### src/rtl/serial_pattern_detector_pkg.sv
// rtl/serial_pattern_detector_pkg.sv - shared defaults for the serial pattern detector
package serial_pattern_detector_pkg;

  localparam int          DEF_PAT_W   = 4;
  localparam logic [15:0] DEF_PATTERN = 16'b1011;
  localparam int          DEF_CNT_W   = 8;

  function automatic int fill_width(input int pat_w);
    return $clog2(pat_w + 1);
  endfunction

endpackage

### src/rtl/sat_counter.sv
// rtl/sat_counter.sv - saturating up-counter with synchronous clear
module sat_counter #(
  parameter int W = 8
) (
  input  logic         clk,
  input  logic         rst_n,
  input  logic         clr,
  input  logic         inc,
  output logic [W-1:0] q
);

  localparam logic [W-1:0] CNT_MAX = '1;

  logic [W-1:0] q_q;
  logic [W-1:0] q_d;

  always_comb begin
    q_d = q_q;
    if (clr) begin
      q_d = '0;
    end else if (inc && (q_q != CNT_MAX)) begin
      q_d = q_q + 1'b1;
    end
  end

  always_ff @(posedge clk or negedge rst_n) begin
    if (!rst_n) begin
      q_q <= '0;
    end else begin
      q_q <= q_d;
    end
  end

  assign q = q_q;

endmodule

### src/rtl/serial_pattern_detector.sv
// rtl/serial_pattern_detector.sv - flags overlapping occurrences of PATTERN in a bit stream
module serial_pattern_detector
  import serial_pattern_detector_pkg::*;
#(
  parameter int               PAT_W   = DEF_PAT_W,
  parameter logic [PAT_W-1:0] PATTERN = DEF_PATTERN[PAT_W-1:0],
  parameter int               CNT_W   = DEF_CNT_W
) (
  input  logic             clk,
  input  logic             rst_n,
  input  logic             en,
  input  logic             din,
  input  logic             clr,
  output logic             match,
  output logic [CNT_W-1:0] match_cnt,
  output logic             primed
);

  localparam int             FW   = fill_width(PAT_W);
  localparam logic [FW-1:0]  FULL = FW'(PAT_W);

  logic [PAT_W-1:0] hist_q, hist_d;
  logic [FW-1:0]    fill_q, fill_d;
  logic             match_q, match_d;
  logic             primed_q, primed_d;

  always_comb begin
    hist_d   = hist_q;
    fill_d   = fill_q;
    match_d  = 1'b0;
    if (clr) begin
      hist_d = '0;
      fill_d = '0;
    end else if (en) begin
      hist_d = {hist_q[PAT_W-2:0], din};
      if (fill_q != FULL) begin
        fill_d = fill_q + 1'b1;
      end
      // fill gate keeps an all-zero pattern from matching the reset history
      match_d = (fill_d == FULL) && (hist_d == PATTERN);
    end
    primed_d = (fill_d == FULL);
  end

  always_ff @(posedge clk or negedge rst_n) begin
    if (!rst_n) begin
      hist_q   <= '0;
      fill_q   <= '0;
      match_q  <= 1'b0;
      primed_q <= 1'b0;
    end else begin
      hist_q   <= hist_d;
      fill_q   <= fill_d;
      match_q  <= match_d;
      primed_q <= primed_d;
    end
  end

  sat_counter #(
    .W(CNT_W)
  ) u_match_cnt (
    .clk  (clk),
    .rst_n(rst_n),
    .clr  (clr),
    .inc  (match_d),
    .q    (match_cnt)
  );

  assign match  = match_q;
  assign primed = primed_q;

endmodule

### config.mk
export PLATFORM = sky130hd
export DESIGN_NAME = serial_pattern_detector
export DESIGN_NICKNAME = d
export VERILOG_FILES = /design/src/rtl/serial_pattern_detector_pkg.sv /design/src/rtl/sat_counter.sv /design/src/rtl/serial_pattern_detector.sv
export SDC_FILE = /design/constraint.sdc
export NUM_CORES = 1
export LEC_CHECK = 0
export CELL_PAD_IN_SITES_DETAIL_PLACEMENT = 1
export CELL_PAD_IN_SITES_GLOBAL_PLACEMENT = 1
export CORE_ASPECT_RATIO = 0.75
export CORE_UTILIZATION = 40
export DETAILED_ROUTE_END_ITERATION = 10
export PLACE_DENSITY = 0.86
export SLEW_MARGIN = 0
export SYNTH_ARGS = -nofsm -noshare
export SYNTH_HDL_FRONTEND = slang
export SYNTH_SLANG_ARGS = --single-unit
export TNS_END_PERCENT = 50
### constraint.sdc
create_clock -name clk -period 2.8 [get_ports clk]
set_input_delay 0.28 -clock clk [delete_from_list [all_inputs] [get_ports clk]]
set_output_delay 0.28 -clock clk [all_outputs]
set_load 0.02 [all_outputs]
* After elaboration in Yosys (flattened, before gate mapping)
Cells that the tools add are included.
** Operators by class
- Add/subtract/negate cells :: 2
- Eq/ne operators :: 5
- Mux-type cells :: 11
- Reductions and logical operators :: 4
** Operators by type and width (count)
- two-way mux 3 bit :: 7
- two-way mux 8 bit :: 2
- adder 8 x 1 -> 8 bit, second input constant :: 1
- != test 8 bit, second input constant :: 1
- == test 3 bit, second input constant :: 2
- == test 4 bit, second input constant :: 1
- nonzero test 2 bit :: 2
- adder 3 x 1 -> 3 bit, second input constant :: 1
- != test 3 bit, second input constant :: 1
- logical AND 1 bit :: 2
- two-way mux 1 bit :: 2
** Storage, ports and cells
- Flip-flop bits (word level) :: 16
- Input bits :: 5
- Output and inout bits :: 10
- Word-level logic and storage cells :: 27

* Logic depth before layout (Yosys ltp)
Gate-level depths: netlist of run 1.
- Depth after elaboration :: 11
- Gate-level depth with buffers :: 8

* Modules after synthesis
A second synthesis of run 1 with hierarchy kept.
** Unflattened totals
- Cells, all modules :: 85
- Area, all modules :: 867.1 um^2
** Modules (own cells, without submodules)
- sat_counter :: times used 1, cells an instance 49, area each 464.2 um^2, seq. area each 200.2 um^2
- serial_pattern_detector :: times used 1, cells an instance 36, area each 402.9 um^2, seq. area each 200.2 um^2

* Least setup slack after synthesis of run 1
No wires, ideal clock.
- Kind :: register to register
- From :: reg fill_q[0]
- To :: reg u_match_cnt.q_q[5] (netlist: u_match_cnt.q[5])
- Arrival time :: 1900 ps
- Data required time :: 2674 ps
- Path slack :: 774 ps
- Stages on the path, launching flop included :: 9
- Path buffers :: 1
- Path through :: dfrtp_1 -> inv_1 -> ha_1 -> and4bb_1 -> a211oi_4 -> nor3_2 -> buf_6 -> and3_1 -> a221o_1
** On the way
- Cells in the longest elaborated chain, start to end :: 10
- Elaborated cells on any way between the ends :: 11
- Those cells by class :: add/sub (1); eq/ne (2); mux (5); reduce/logical (3)
** RTL lines
- from (decl) :: line serial_pattern_detector.sv:23 : logic [FW-1:0] fill_q, fill_d;
- from (signal assigned) :: line serial_pattern_detector.sv:53 : fill_q <= fill_d;
- adder 3 x 1 -> 3 bit or != test 3 bit (tied branches) :: line serial_pattern_detector.sv:37, serial_pattern_detector.sv:36
- two-way mux 3 bit * :: line serial_pattern_detector.sv:36 : if (fill_q != FULL) begin
- two-way mux 3 bit * :: line serial_pattern_detector.sv:34 : end else if (en) begin
- two-way mux 3 bit * :: line serial_pattern_detector.sv:31 : if (clr) begin
- == test 3 bit * :: line serial_pattern_detector.sv:40 : match_d = (fill_d == FULL) && (hist_d == PATTERN);
- logical AND 1 bit * :: line serial_pattern_detector.sv:40
- two-way mux 1 bit * :: line serial_pattern_detector.sv:34
- two-way mux 1 bit * :: line serial_pattern_detector.sv:31
- logical AND 1 bit * :: line sat_counter.sv:21 : end else if (inc && (q_q != CNT_MAX)) begin
- nonzero test 2 bit (no line) *
- to (signal assigned) :: line sat_counter.sv:30 : q_q <= q_d;
- to (decl) :: line sat_counter.sv:14 : logic [W-1:0] q_q;
Mark *: on every way between the ends. The rest lies on a longest branch, timed or not. The select of a mux whose other input is x is not followed.
A chain may end at the register's enable or synchronous reset.

* Final worst setup path of run 1
Same ends and word-level chain as after synthesis.

==> flow_metrics.py, run 1 <==
metrics = {
    "yosys": {
        "yosysTopAreaCellShare_pct": 43.8,
        "synth-seq-cells": 16,
        "synth_area_um2": 915,
        "synth_cell_types": 35,
        "synth_top_area_cell": "dfrtp_1",
        "synth_cells": 89,
        "yosys_warnings": 0,
        "syn_area_per_cell_um2": 10.3,
        "seq_area_frac_synth_pct": 43.8,
        "syn-num-nets": 97,
        "synth_area_leaders": "dfrtp_1, mux2i_1, nor2_1",
    },
    "global_routing": {
        "gr-total-overflow": 0,
        "grt_pass1_vias": 702,
        "grt_pass1_wl_mm": 3.26,
        "grt_max_degree": 17,
        "antenna_found_initial": 0,
        "grt_use_total_pct": 18.0,
    },
    "placement": {
        "pre_cts_ws_ns": 0.260,
        "hpwl_mm": 1.53,
        "routabilityCongestion": 0.800,
        "portBuffers": 14,
    },
    "critical_path": {
        "worstSetupStartpoint": "fill_q[0]",
        "start_kind": "flop",
        "r2r_start": "fill_q[0]",
        "crit_path_end_kind": "flop",
        "r2r_setup_slack_ns": 0.23,
        "cpPeakStageDelay_ns": 0.54,
        "critPathKind": "flop to flop",
        "worst_r2r_path_depth": 7,
        "crit_chain": "inv_1, ha_1, and4bb_1, a211oi_4, nor3_2, nor2_1, a221o_1",
        "crit_path_max_fanout": 11,
        "crit_required_ns": 2.99,
        "crit_slowest_cell": "nor3_2",
        "worst-endpoint-arrival_ns": 2.76,
        "worstSetupEndpoint": "u_match_cnt.q[5]",
        "r2r-end": "u_match_cnt.q[5]",
    },
    "status": {
        "failed_checks": "design-rule violations",
        "status": "complete, but fails checks",
    },
    "clock_tree": {
        "cts_max_level": 1,
        "cts_hold_buf": 0,
        "clk_latency_ns": 0.30,
        "cts_setup_buffers": 0,
        "clkTransAtPathRegs_ns": 0.11,
        "cts_resized": 0,
        "cts_num_sinks": 16,
        "cts_buffers": 3,
        "cts_buffer_depth": 2,
        "clockRootBuffer": "clkbuf_4",
        "cts_tree": "done",
    },
    "cells_and_area": {
        "layout.nets": 114,
        "final_cell_mix": "dfrtp_1, clkdlybuf4s50_1, nor2_1, o21ai_0, mux2i_1",
        "drive_gt1_share_pct": 15.2,
        "antenna_cells": 0,
        "fin_util_pct": 52.8,
        "layout_commonest_cell": "dfrtp_1",
        "syn_to_final_growth_pct": 20.2,
    },
    "timing": {
        "period_share_pct": 91.7,
        "finalClockSkew_ns": 0.0162,
        "postLayoutSetupSlackWorst_ns": 0.232,
        "tns_ns": 0,
        "hold_viol": 0,
        "rsz0062_at_grt": "false",
        "period_needed_ns": 2.57,
        "setup-violations-final": 0,
        "timing.fmax_mhz": 389,
        "drv_slew": 0,
        "slew_headroom_pct": 53.0,
        "tightest_slew_ns": 0.703,
    },
    "drt": {
        "routed_wl_mm": 1.97,
        "vias_per_cell": 5.34,
        "via_count": 689,
        "drc_errors": 2,
        "drtIter0Drc": 20,
        "post_drt_wl_per_cell_um": 15.3,
        "firstDrtPassIters": 7,
        "antenna_left": 0,
    },
    "min_path": {
        "min_path_type": "primary input to async pin",
    },
    "floorplanning": {
        "num_rows": 14,
        "fp.dieH_um": 43.4,
        "io-pin-count": 15,
        "initial_core_util_pct": 43.9,
        "die_area_um2": 2480,
        "dieWidth_um": 57.2,
        "core_area_um2": 2080,
    },
    "flow_run": {
        "cap_violations": 0,
    },
    "power": {
        "p_per_area_nw_per_um2": 405,
        "ir_drop_mv": 0.254,
        "leakage_nw": 0.477,
        "total_power_mw": 0.445,
    },
}
==> power breakdown <==
group	total, mW	switching, mW	internal (mW)
registers	0.242	0.00601	0.236
clock network	0.157	0.0779	0.0793
logic	0.0467	0.0251	0.0216
==> how the worst min path moves through the flow <==
stage / start / to / slack, ns / cells after the start
2_1_floorplan: rst_n / fill_q[0] / -0.02 / 0
6_report: rst_n / u_match_cnt.q[3] / 0.39 / 1
3_3_place_gp: u_match_cnt.q[6] / u_match_cnt.q[6] / 0.49 / 1
3_5_place_dp: u_match_cnt.q[6] / u_match_cnt.q[6] / 0.51 / 1
5_1_grt: rst_n / u_match_cnt.q[7] / 0.45 / 1
4_1_cts: rst_n / u_match_cnt.q[7] / 0.43 / 1
==> registers in the layout, indices dropped and copies added (netlist names) <==
signal and count:
fill_q 3, hist_q 3, match 1, primed 1, u_match_cnt.q 8
==> layer usage <==
metal,vias up,part of all wire (%),GRT usage [%]
met5,-,0,0
met4,0,0,3.90
met2,12,44,28.0
met1,331,52,24.7
met3,0,4.0,6.27
li1,346,-,-
==> cells by family (layout without fill, tap and decap cells) <==
family                     after synthesis  after routing  synth area share (%)
adders and majority gates                3              3                  4.10
muxes                                    6              6                  6.70
AOI/OAI and AO/OA                       15             15                  12.6
xor gates and xnor gates                 2              2                  1.92
DFF                                     16             16                  43.8
and+or+nand+nor                         40             40                  26.1
buffers and inverters                    7             23                  4.79
==> layout make-up <==
type,instances,area (µm²)
multi-input combinational,66,470
fill,249,985
timing repair buffer,15,148
sequential,16,400
inverter,4,15.0
clock buffer,4,36.3
tap,24,30.0
==> worst max-delay path: cells and delay by family, from the launching register on <==
kind | cells | cell delay (ns)
DFF | 1 | 0.47
AOI/OAI and AO/OA | 2 | 0.49
and+or+nand+nor | 3 | 1.06
adders and majority gates | 1 | 0.35
buffers and inverters | 1 | 0.10
==> through the flow <==
| stage | hold WS (ns) | instances | area [µm²] |
|---|---|---|---|
| floorplan | -0.0156 | 89 | 915 |
| finish | 0.388 | 129 | 1100 |
| global placement | 0.488 | 125 | 1060 |
| global route | 0.454 | 129 | 1100 |
| CTS | 0.429 | 129 | 1100 |
| detailed placement | 0.514 | 125 | 1060 |
==> Yosys cell counts, drive strengths merged <==
library cell	n
dfrtp	16
nor4	1
a21o	1
nand2b	2
a211oi	1
nor3	4
a2bb2oi	1
a21oi	3
and2	1
and4b	2
nand3	4
buf	1
clkbuf	2
ha	3
xnor2	2
and4bb	3
or2	1
and3	2
a21bo	2
nand3b	1
o21ai	5
or3	1
mux2	1
a21boi	1
a221o	1
nor2b	2
inv	4
nand2	4
nor2	12
mux2i	5
(Power assumes the default switching activity.)
==> run 2, diff against run 1 <==
--- a/config.mk
+++ b/config.mk
@@ -8,10 +8,10 @@
 export CELL_PAD_IN_SITES_DETAIL_PLACEMENT = 1
 export CELL_PAD_IN_SITES_GLOBAL_PLACEMENT = 1
 export CORE_ASPECT_RATIO = 0.75
-export CORE_UTILIZATION = 40
+export CORE_UTILIZATION = 25
 export DETAILED_ROUTE_END_ITERATION = 10
-export PLACE_DENSITY = 0.86
-export SLEW_MARGIN = 0
+export PLACE_DENSITY = 0.62
+export SLEW_MARGIN = 20
 export SYNTH_ARGS = -nofsm -noshare
 export SYNTH_HDL_FRONTEND = slang
 export SYNTH_SLANG_ARGS = --single-unit
==> run 2 against run 1 <==
Net effect: the flow now finishes without violations; non-clock buffer count up 1; clock power grew 7%; sequential power is essentially flat; sequential share of layout area decreased by 1.4 points; critical path depth did not move; largest cell class unchanged; critical path type unchanged; first-iteration DRC count down 30%; wire length grew 2.2%; die area increased by 57%; register-to-register slack better by 0.09 ns; count of clock-buffer cells in the layout is 1 lower; worst setup slack gained 0.085 ns; clock skew is 0.013 ns lower.
==> flow_metrics.py, run 2 (synthesis gave the netlist of run 1 again) <==
metrics = {
    "clock_tree": {
        "cts_buffers": 3,
        "cts_hold_buf": 0,
        "cts_setup_buffers": 0,
        "cts_resized": 0,
        "clk_latency_ns": 0.25,
        "clkTransAtPathRegs_ns": 0.06,
        "cts_num_sinks": 16,
        "clockRootBuffer": "clkbuf_8",
        "cts_tree": "done",
        "cts_buffer_depth": 2,
        "cts_max_level": 1,
    },
    "timing": {
        "drv_slew": 0,
        "tightest_slew_ns": 0.716,
        "hold_viol": 0,
        "tns_ns": 0,
        "postLayoutSetupSlackWorst_ns": 0.317,
        "timing.fmax_mhz": 403,
        "rsz0062_at_grt": "false",
        "finalClockSkew_ns": 0.00313,
        "period_needed_ns": 2.48,
        "slew_headroom_pct": 52.1,
        "period_share_pct": 88.7,
        "setup-violations-final": 0,
    },
    "min_path": {
        "min_path_type": "primary input to async pin",
    },
    "cells_and_area": {
        "drive_gt1_share_pct": 15.2,
        "antenna_cells": 0,
        "largest_reg_flops": 8,
        "layout.nets": 115,
        "layout_commonest_cell": "dfrtp_1",
        "final_cells": 155,
        "final_cell_mix": "dfrtp_1, clkdlybuf4s50_1, nor2_1, o21ai_0, mux2i_1",
        "syn_to_final_growth_pct": 25.2,
    },
    "floorplanning": {
        "core_area_um2": 3400,
        "initial_core_util_pct": 26.9,
        "fp.dieH_um": 54.4,
        "io-pin-count": 15,
        "num_rows": 18,
        "die_area_um2": 3910,
        "dieWidth_um": 71.8,
    },
    "drt": {
        "post_drt_wl_per_cell_um": 13.0,
        "antenna_left": 0,
        "firstDrtPassIters": 2,
        "routed_wl_mm": 2.02,
        "via_count": 687,
        "vias_per_cell": 4.43,
        "drtIter0Drc": 14,
        "drc_errors": 0,
    },
    "critical_path": {
        "cpPeakStageDelay_ns": 0.52,
        "crit_slowest_cell": "nor3_2",
        "worst-endpoint-arrival_ns": 2.62,
        "crit_chain": "inv_1, ha_1, and4bb_1, a211oi_4, nor3_2, nor2_1, a221o_1",
        "worstSetupStartpoint": "fill_q[0]",
        "crit_path_end_kind": "flop",
        "critPathKind": "flop to flop",
        "r2r_start": "fill_q[0]",
        "start_kind": "flop",
        "crit_required_ns": 2.93,
        "crit_path_max_fanout": 11,
    },
    "global_routing": {
        "antenna_found_initial": 0,
        "grt_max_degree": 17,
        "gr-total-overflow": 0,
        "grt_pass1_wl_mm": 3.44,
        "grt_pass1_vias": 703,
        "grt_use_total_pct": 12.0,
    },
    "power": {
        "total_power_mw": 0.457,
        "p_per_area_nw_per_um2": 399,
        "ir_drop_mv": 0.136,
        "leakage_nw": 0.482,
    },
    "placement": {
        "routabilityCongestion": 0.743,
        "pre_cts_ws_ns": 0.323,
        "hpwl_mm": 1.57,
        "portBuffers": 14,
        "placed_cells": 152,
    },
    "flow_run": {
        "cap_violations": 0,
    },
    "status": {
        "status": "complete, no violations",
    },
}
-- run 2: stage by stage --
step	util [%]	cell area [µm²]	hold WS, ns
detailed placement	32.5	1100	0.497
finish	33.7	1140	0.463
CTS	33.7	1140	0.502
global route	33.7	1140	0.541
global placement	32.5	1100	0.496
floorplan	-	915	-0.0156
-- run 2: cell type report --
cell class | instances | area [µm²]
clock buffer | 3 | 41.3
fill | 403 | 2260
inverter | 4 | 15.0
multi-input combinational | 66 | 470
sequential | 16 | 400
tap | 50 | 62.6
timing repair buffer | 16 | 155
-- run 2: layer usage --
layer | track usage [%] | vias up | wire length, µm
met4 | 3.92 | 0 | 0
met2 | 20.0 | 12 | 973
met5 | 0 | - | 0
met1 | 15.3 | 329 | 990
li1 | - | 346 | -
met3 | 3.31 | 0 | 52
-- run 2: worst paths after layout --
path / slack, ns / depth (start not counted) / endpoint
worst max register to register: 0.32 / 7 / u_match_cnt.q[5]
worst max-delay path: 0.32 / 7 / u_match_cnt.q[5]
worst min-delay path: 0.46 / 1 / u_match_cnt.q[3]
min in group clk: 0.51 / 1 / u_match_cnt.q[6]
worst min register to register: 0.51 / 1 / u_match_cnt.q[6]
max in group asynchronous: 1.89 / 1 / fill_q[0]
-- run 2: worst max-delay path, delay by kind of cell (launching register included) --
kind / cells / cell delay [ns]
simple gates: 3 / 1.04
compound gates: 2 / 0.47
flops: 1 / 0.44
fa+ha+maj: 1 / 0.34
buf+inv: 1 / 0.08
-- run 2: power breakdown --
part	leakage (nW)	switching, mW	internal, mW
Clock	0.0216	0.0731	0.0952
Combinational	0.240	0.0248	0.0224
Sequential	0.221	0.00539	0.236
Total	0.482	0.103	0.354
==> run 3, diff against run 2 <==
--- a/config.mk
+++ b/config.mk
@@ -11,7 +11,7 @@
 export CORE_UTILIZATION = 25
 export DETAILED_ROUTE_END_ITERATION = 10
 export PLACE_DENSITY = 0.62
-export SLEW_MARGIN = 20
+export SKIP_CTS_REPAIR_TIMING = 1
 export SYNTH_ARGS = -nofsm -noshare
 export SYNTH_HDL_FRONTEND = slang
 export SYNTH_SLANG_ARGS = --single-unit
==> constraint.sdc (replaced) <==
create_clock -name clk -period 2.8 [get_ports clk]
set_input_delay 0.56 -clock clk [delete_from_list [all_inputs] [get_ports clk]]
set_output_delay 0.56 -clock clk [all_outputs]
set_load 0.02 [all_outputs]
==> run 3 against run 2 <==
Net effect: die area is the same; total power grew 8.9%; global-route usage shrank 0.060 points; via count grew 4.2%; largest cell class unchanged.
==> flow_metrics.py, run 3 (synthesis gave the netlist of run 1 again) <==
metrics = {
    "drt": {
        "routed_wl_mm": 2.05,
        "met1_length_um": 981,
        "vias_per_cell": 4.59,
        "antenna_left": 0,
        "drtIter0Drc": 21,
        "wl_met3_um": 63,
        "post_drt_wl_per_cell_um": 13.1,
        "via_count": 716,
        "firstDrtPassIters": 4,
        "dr.max_layer_used": "met4",
        "drc_errors": 0,
        "wl_met2_um": 974,
    },
    "cells_and_area": {
        "layout_commonest_cell": "dfrtp_1",
        "antenna_cells": 0,
        "syn_to_final_growth_pct": 26.7,
        "drive_gt1_share_pct": 16.0,
        "largest_reg_flops": 8,
        "final_cell_mix": "dfrtp_1, clkdlybuf4s50_1, nor2_1, o21ai_0, mux2i_1",
        "fillers": 382,
        "layout.nets": 115,
    },
    "timing": {
        "setup-violations-final": 0,
        "timing.fmax_mhz": 439,
        "period_share_pct": 81.4,
        "postLayoutSetupSlackWorst_ns": 0.520,
        "holdWs_ns": 0.511,
        "tightest_slew_ns": 0.743,
        "period_needed_ns": 2.28,
        "drv_slew": 0,
        "slew_headroom_pct": 50.3,
        "tns_ns": 0,
        "hold_viol": 0,
        "rsz0062_at_grt": "false",
        "finalClockSkew_ns": 0.000908,
    },
    "power": {
        "total_power_mw": 0.498,
        "intPower_mw": 0.382,
        "netSwitchingFraction_pct": 23.2,
        "p_switching_mw": 0.115,
        "p_per_area_nw_per_um2": 429,
        "ir_drop_mv": 0.150,
        "seqPwrFrac_pct": 48.6,
        "pwr-share-clk_pct": 42.1,
        "p_comb_share_pct": 9.3,
        "leakage_nw": 0.490,
    },
    "critical_path": {
        "critPathKind": "flop to flop",
        "crit_required_ns": 2.94,
        "crit_path_end_kind": "flop",
        "start_kind": "flop",
        "crit_path_max_fanout": 10,
        "worst-endpoint-arrival_ns": 2.42,
    },
    "global_routing": {
        "grt_use_total_pct": 11.9,
        "grt_pass1_wl_mm": 3.39,
        "grt_max_degree": 17,
        "antenna_found_initial": 0,
        "gr-total-overflow": 0,
        "grt_pass1_vias": 723,
    },
    "placement": {
        "portBuffers": 14,
        "pre_cts_ws_ns": 0.545,
        "routabilityCongestion": 0.731,
        "hpwl_mm": 1.55,
    },
    "clock_tree": {
        "cts_max_level": 1,
        "clk_latency_ns": 0.25,
        "cts_buffer_depth": 2,
        "clockRootBuffer": "clkbuf_8",
        "cts_buffers": 3,
        "cts_num_sinks": 16,
        "cts_tree": "done",
        "clkTransAtPathRegs_ns": 0.07,
    },
    "floorplanning": {
        "fp.dieH_um": 54.4,
        "die_area_um2": 3910,
        "dieWidth_um": 71.8,
        "io-pin-count": 15,
        "initial_core_util_pct": 26.9,
        "core_area_um2": 3400,
        "num_rows": 18,
    },
    "flow_run": {
        "cap_violations": 0,
    },
    "min_path": {
        "min_path_type": "flop to flop",
    },
    "status": {
        "status": "complete, no violations",
    },
}
==> run 3: changes by cell type in the layout (fill, tap and decap cells not counted), sizes merged <==
cell / delta
clkbuf: +1
==> run 3: path summary, 6_finish.rpt <==
kind	slack (ns)	startpoint	endpoint	depth (start not counted)
hold reg to reg	0.51	u_match_cnt.q[6]	u_match_cnt.q[6]	1
setup reg to reg	0.52	fill_q[0]	u_match_cnt.q[5]	8
min in group asynchronous	0.75	rst_n	u_match_cnt.q[1]	1
hold / removal	0.51	u_match_cnt.q[6]	u_match_cnt.q[6]	1
max in group asynchronous	1.59	rst_n	primed	1
setup / recovery	0.52	fill_q[0]	u_match_cnt.q[5]	8
==> run 3: layout make-up <==
type | instances | area (µm²) | area share, %
Clock buffer | 4 | 55.1 | 4.75
Inverter | 4 | 15.0 | 1.30
Multi-Input combinational cell | 66 | 470 | 40.6
Sequential cell | 16 | 400 | 34.6
Tap cell | 50 | 62.6 | 5.40
Timing Repair Buffer | 16 | 155 | 13.4
==> run 3: power by group through the flow <==
stage	Combinational (mW)	Sequential, mW	Clock, mW
6_report	0.0462	0.242	0.209
5_1_grt	0.0527	0.243	0.226
4_1_cts	0.0472	0.242	0.216
3_5_place_dp	0.0466	0.246	0
3_3_place_gp	0.0449	0.246	0
2_1_floorplan	0.0293	0.244	0
==> run 3: critical path, stage by stage, from the launching register on <==
cell and delay, ns:
dfrtp_1 0.47, inv_1 0.09, ha_1 0.35, and4bb_1 0.26, a211oi_4 0.31, nor3_2 0.09, buf_4 0.18, and3_1 0.16
a221o_1 0.25
==> run 3: metal layers <==
layer	global-route usage, %	up-vias
li1	-	347
met1	14.0	352
met2	20.0	13
met3	3.68	4
met4	6.54	0
met5	0	-
==> run 3: metrics by stage <==
step	instance area (µm²)	utilization, %	std cells
2_1_floorplan	915	-	89
3_3_place_gp	1100	32.5	152
3_5_place_dp	1100	32.5	152
4_1_cts	1160	34.1	156
5_1_grt	1160	34.1	156
6_report	1160	34.1	156
==> variant (config.mk and constraints of run 1) <==
Put a register stage on the output `match_cnt`, without a reset. The value now appears one clock later. The other outputs are not delayed to match.
--- a/src/rtl/serial_pattern_detector.sv
+++ b/src/rtl/serial_pattern_detector.sv
@@ -19,4 +19,6 @@
   localparam int             FW   = fill_width(PAT_W);
   localparam logic [FW-1:0]  FULL = FW'(PAT_W);
+
+  logic [CNT_W-1:0] match_cnt_d;
 
   logic [PAT_W-1:0] hist_q, hist_d;
@@ -64,5 +66,5 @@
     .clr  (clr),
     .inc  (match_d),
-    .q    (match_cnt)
+    .q    (match_cnt_d)
   );
 
@@ -70,4 +72,8 @@
   assign primed = primed_q;
 
+  always_ff @(posedge clk) begin
+    match_cnt <= match_cnt_d;
+  end
+
 endmodule
 
Behaviour: not the same (a bounded check fails within 10 cycles, from zero or initial values and one cycle with rst_n low).
==> variant against run 1 <==
Synthesized area rose by 8.5%; power rose by 38%; combinational power fell by 4.9%; clock power rose by 38%; setup slack improved by 0.32 ns; final area rose by 11%; maximum frequency rose by 14%; sequential cell count rose by 8; die area rose by 8.1%; routed wire length rose by 6.3%; highest routed layer is now met4; largest power group unchanged.
==> variant: results (changes against run 1) <==
metric,value,unit,change
run_status,completed,,
fin_nets,117,,+2.6%
clock_latency,0.32,ns,+0.02 ns
grt.total_usage,0.1887,,+0.008399
grt_antenna_before_repair,0,,unchanged
p_leak,0.0005008,uW,+5.0%
viasPerCell,5.317,,-0.45%
dpl_cell_area,0.001174,mm2,+10%
synthTopCellsByArea,"dfrtp_1 (40%), dfxtp_1 (16%), a21oi_1 (4.0%), ha_1 (3.8%), nor2_1 (3.8%)",,
ys_seq_area_frac,0.5649,,+0.1272
wirelength,2096,um,+6.3%
post_cts_buffers,0,,unchanged
hp-class,in2async,,
grt_first_pass_wirelength,3581,um,+10%
place_congestion,0.8596,,+7.5%
ir_drop,0.0002863,V,+13%
yosysUniqueCellTypes,32,,-8.6%
n_antenna_cell,0,,unchanged
synthArstFlopShare,0.6667,,-0.3333
synth_nets,99,,+2.1%
drtIter0Drc,16,,-20%
yosysWarnings,0,,unchanged
clk_pin_slew_worst_paths,0.13,ns,+0.02 ns
layout-drive-gt1-share,0.1019,,-0.05053
critPathArrivalTime,2.51,ns,-0.25 ns
grt_pass1_vias,761,,+8.4%
cts_buffers,3,,unchanged
dp_hpwl,1531,um,+0.23%
r2r_end,u_match_cnt.q[7],,
worst_slew_pin_slew,0.7645,ns,+0.06182 ns
clock_skew,0.001794,ns,-0.01437 ns
worst-path-max-fanout,6,,-5
synth_ff_type,dfrtp_1,,
synth_common_cells,"dfrtp_1 (16), nor2_1 (10), a21oi_1 (8), dfxtp_1 (8)",,
htree_num_levels,1,,unchanged
drtPass1Iterations,4,,-3
ctsLongestPathBuffers,2,,unchanged
p_sw,137.8,uW,+26%
r2r_slack,0.55,ns,+0.32 ns
variant: final cells by class:
| cell class | count | area (um2) |
|---|---|---|
| Clock buffer | 4 | 47.55 |
| Timing Repair Buffer | 15 | 147.6 |
| Fill cell | 277 | 1106 |
| Sequential cell | 24 | 560.5 |
| Multi-Input combinational cell | 61 | 407.9 |
| Inverter | 4 | 15.01 |
| Tap cell | 34 | 42.54 |
variant: power groups by stage:
stage | sequential, uW | combinational [uW] | clock (uW)
floorplan | 361 | 25.6 | 0
global placement | 361 | 41.5 | 0
detailed placement | 362 | 44.1 | 0
CTS | 355 | 44.6 | 223
global route | 356 | 49.7 | 240
finish | 355 | 44.4 | 217
variant: per-stage QoR:
stage	std cells	power [uW]	hold slack [ns]	worst slack [ns]
after detailed placement	138	405.7	0.4179	0.5770
after global routing	142	645.7	0.4093	0.3148
after CTS	142	622.1	0.4036	0.5495
final	142	616.0	0.3878	0.5531
after floorplan	91	386.2	-0.01559	0.7895
after global placement	138	402.5	0.4081	0.7014
variant: layer usage:
layer | wire (um) | track usage | part of all wire
met1 | 991 | 0.2348 | 0.47
met4 | 39 | 0.07907 | 0.019
met5 | 0 | 0 | 0
met2 | 970 | 0.3056 | 0.46
met3 | 94 | 0.06017 | 0.045
variant: critical path, stage by stage, from the launching register on:
cell and delay [ns]:
dfrtp_1 0.46, inv_2 0.06, ha_1 0.33, nor4b_1 0.32, o21ai_1 0.20, a21o_1 0.27, or3_1 0.38, a21oi_1 0.16
variant: how the worst max path moves through the flow:
stage / slack (ns) / cells after the start / end
after floorplan: 0.79 / 6 / u_match_cnt.q[7]
after global placement: 0.70 / 6 / u_match_cnt.q[7]
after detailed placement: 0.58 / 6 / u_match_cnt.q[2]
after CTS: 0.55 / 7 / u_match_cnt.q[7]
after global routing: 0.31 / 7 / u_match_cnt.q[0]
final: 0.55 / 7 / u_match_cnt.q[7]
variant: logic make-up (layout without fill, tap and decap cells):
kind of cell	Yosys count	after routing	synth area share
AO/OA/AOI/OAI	19	19	0.1198
XOR/XNOR	3	3	0.02649
buffers and inverters	6	23	0.02395
AND/OR/NAND/NOR	32	32	0.1854
adder cells (fa/ha/maj)	3	3	0.03784
flip-flops	24	24	0.5649
multiplexers	4	4	0.04161
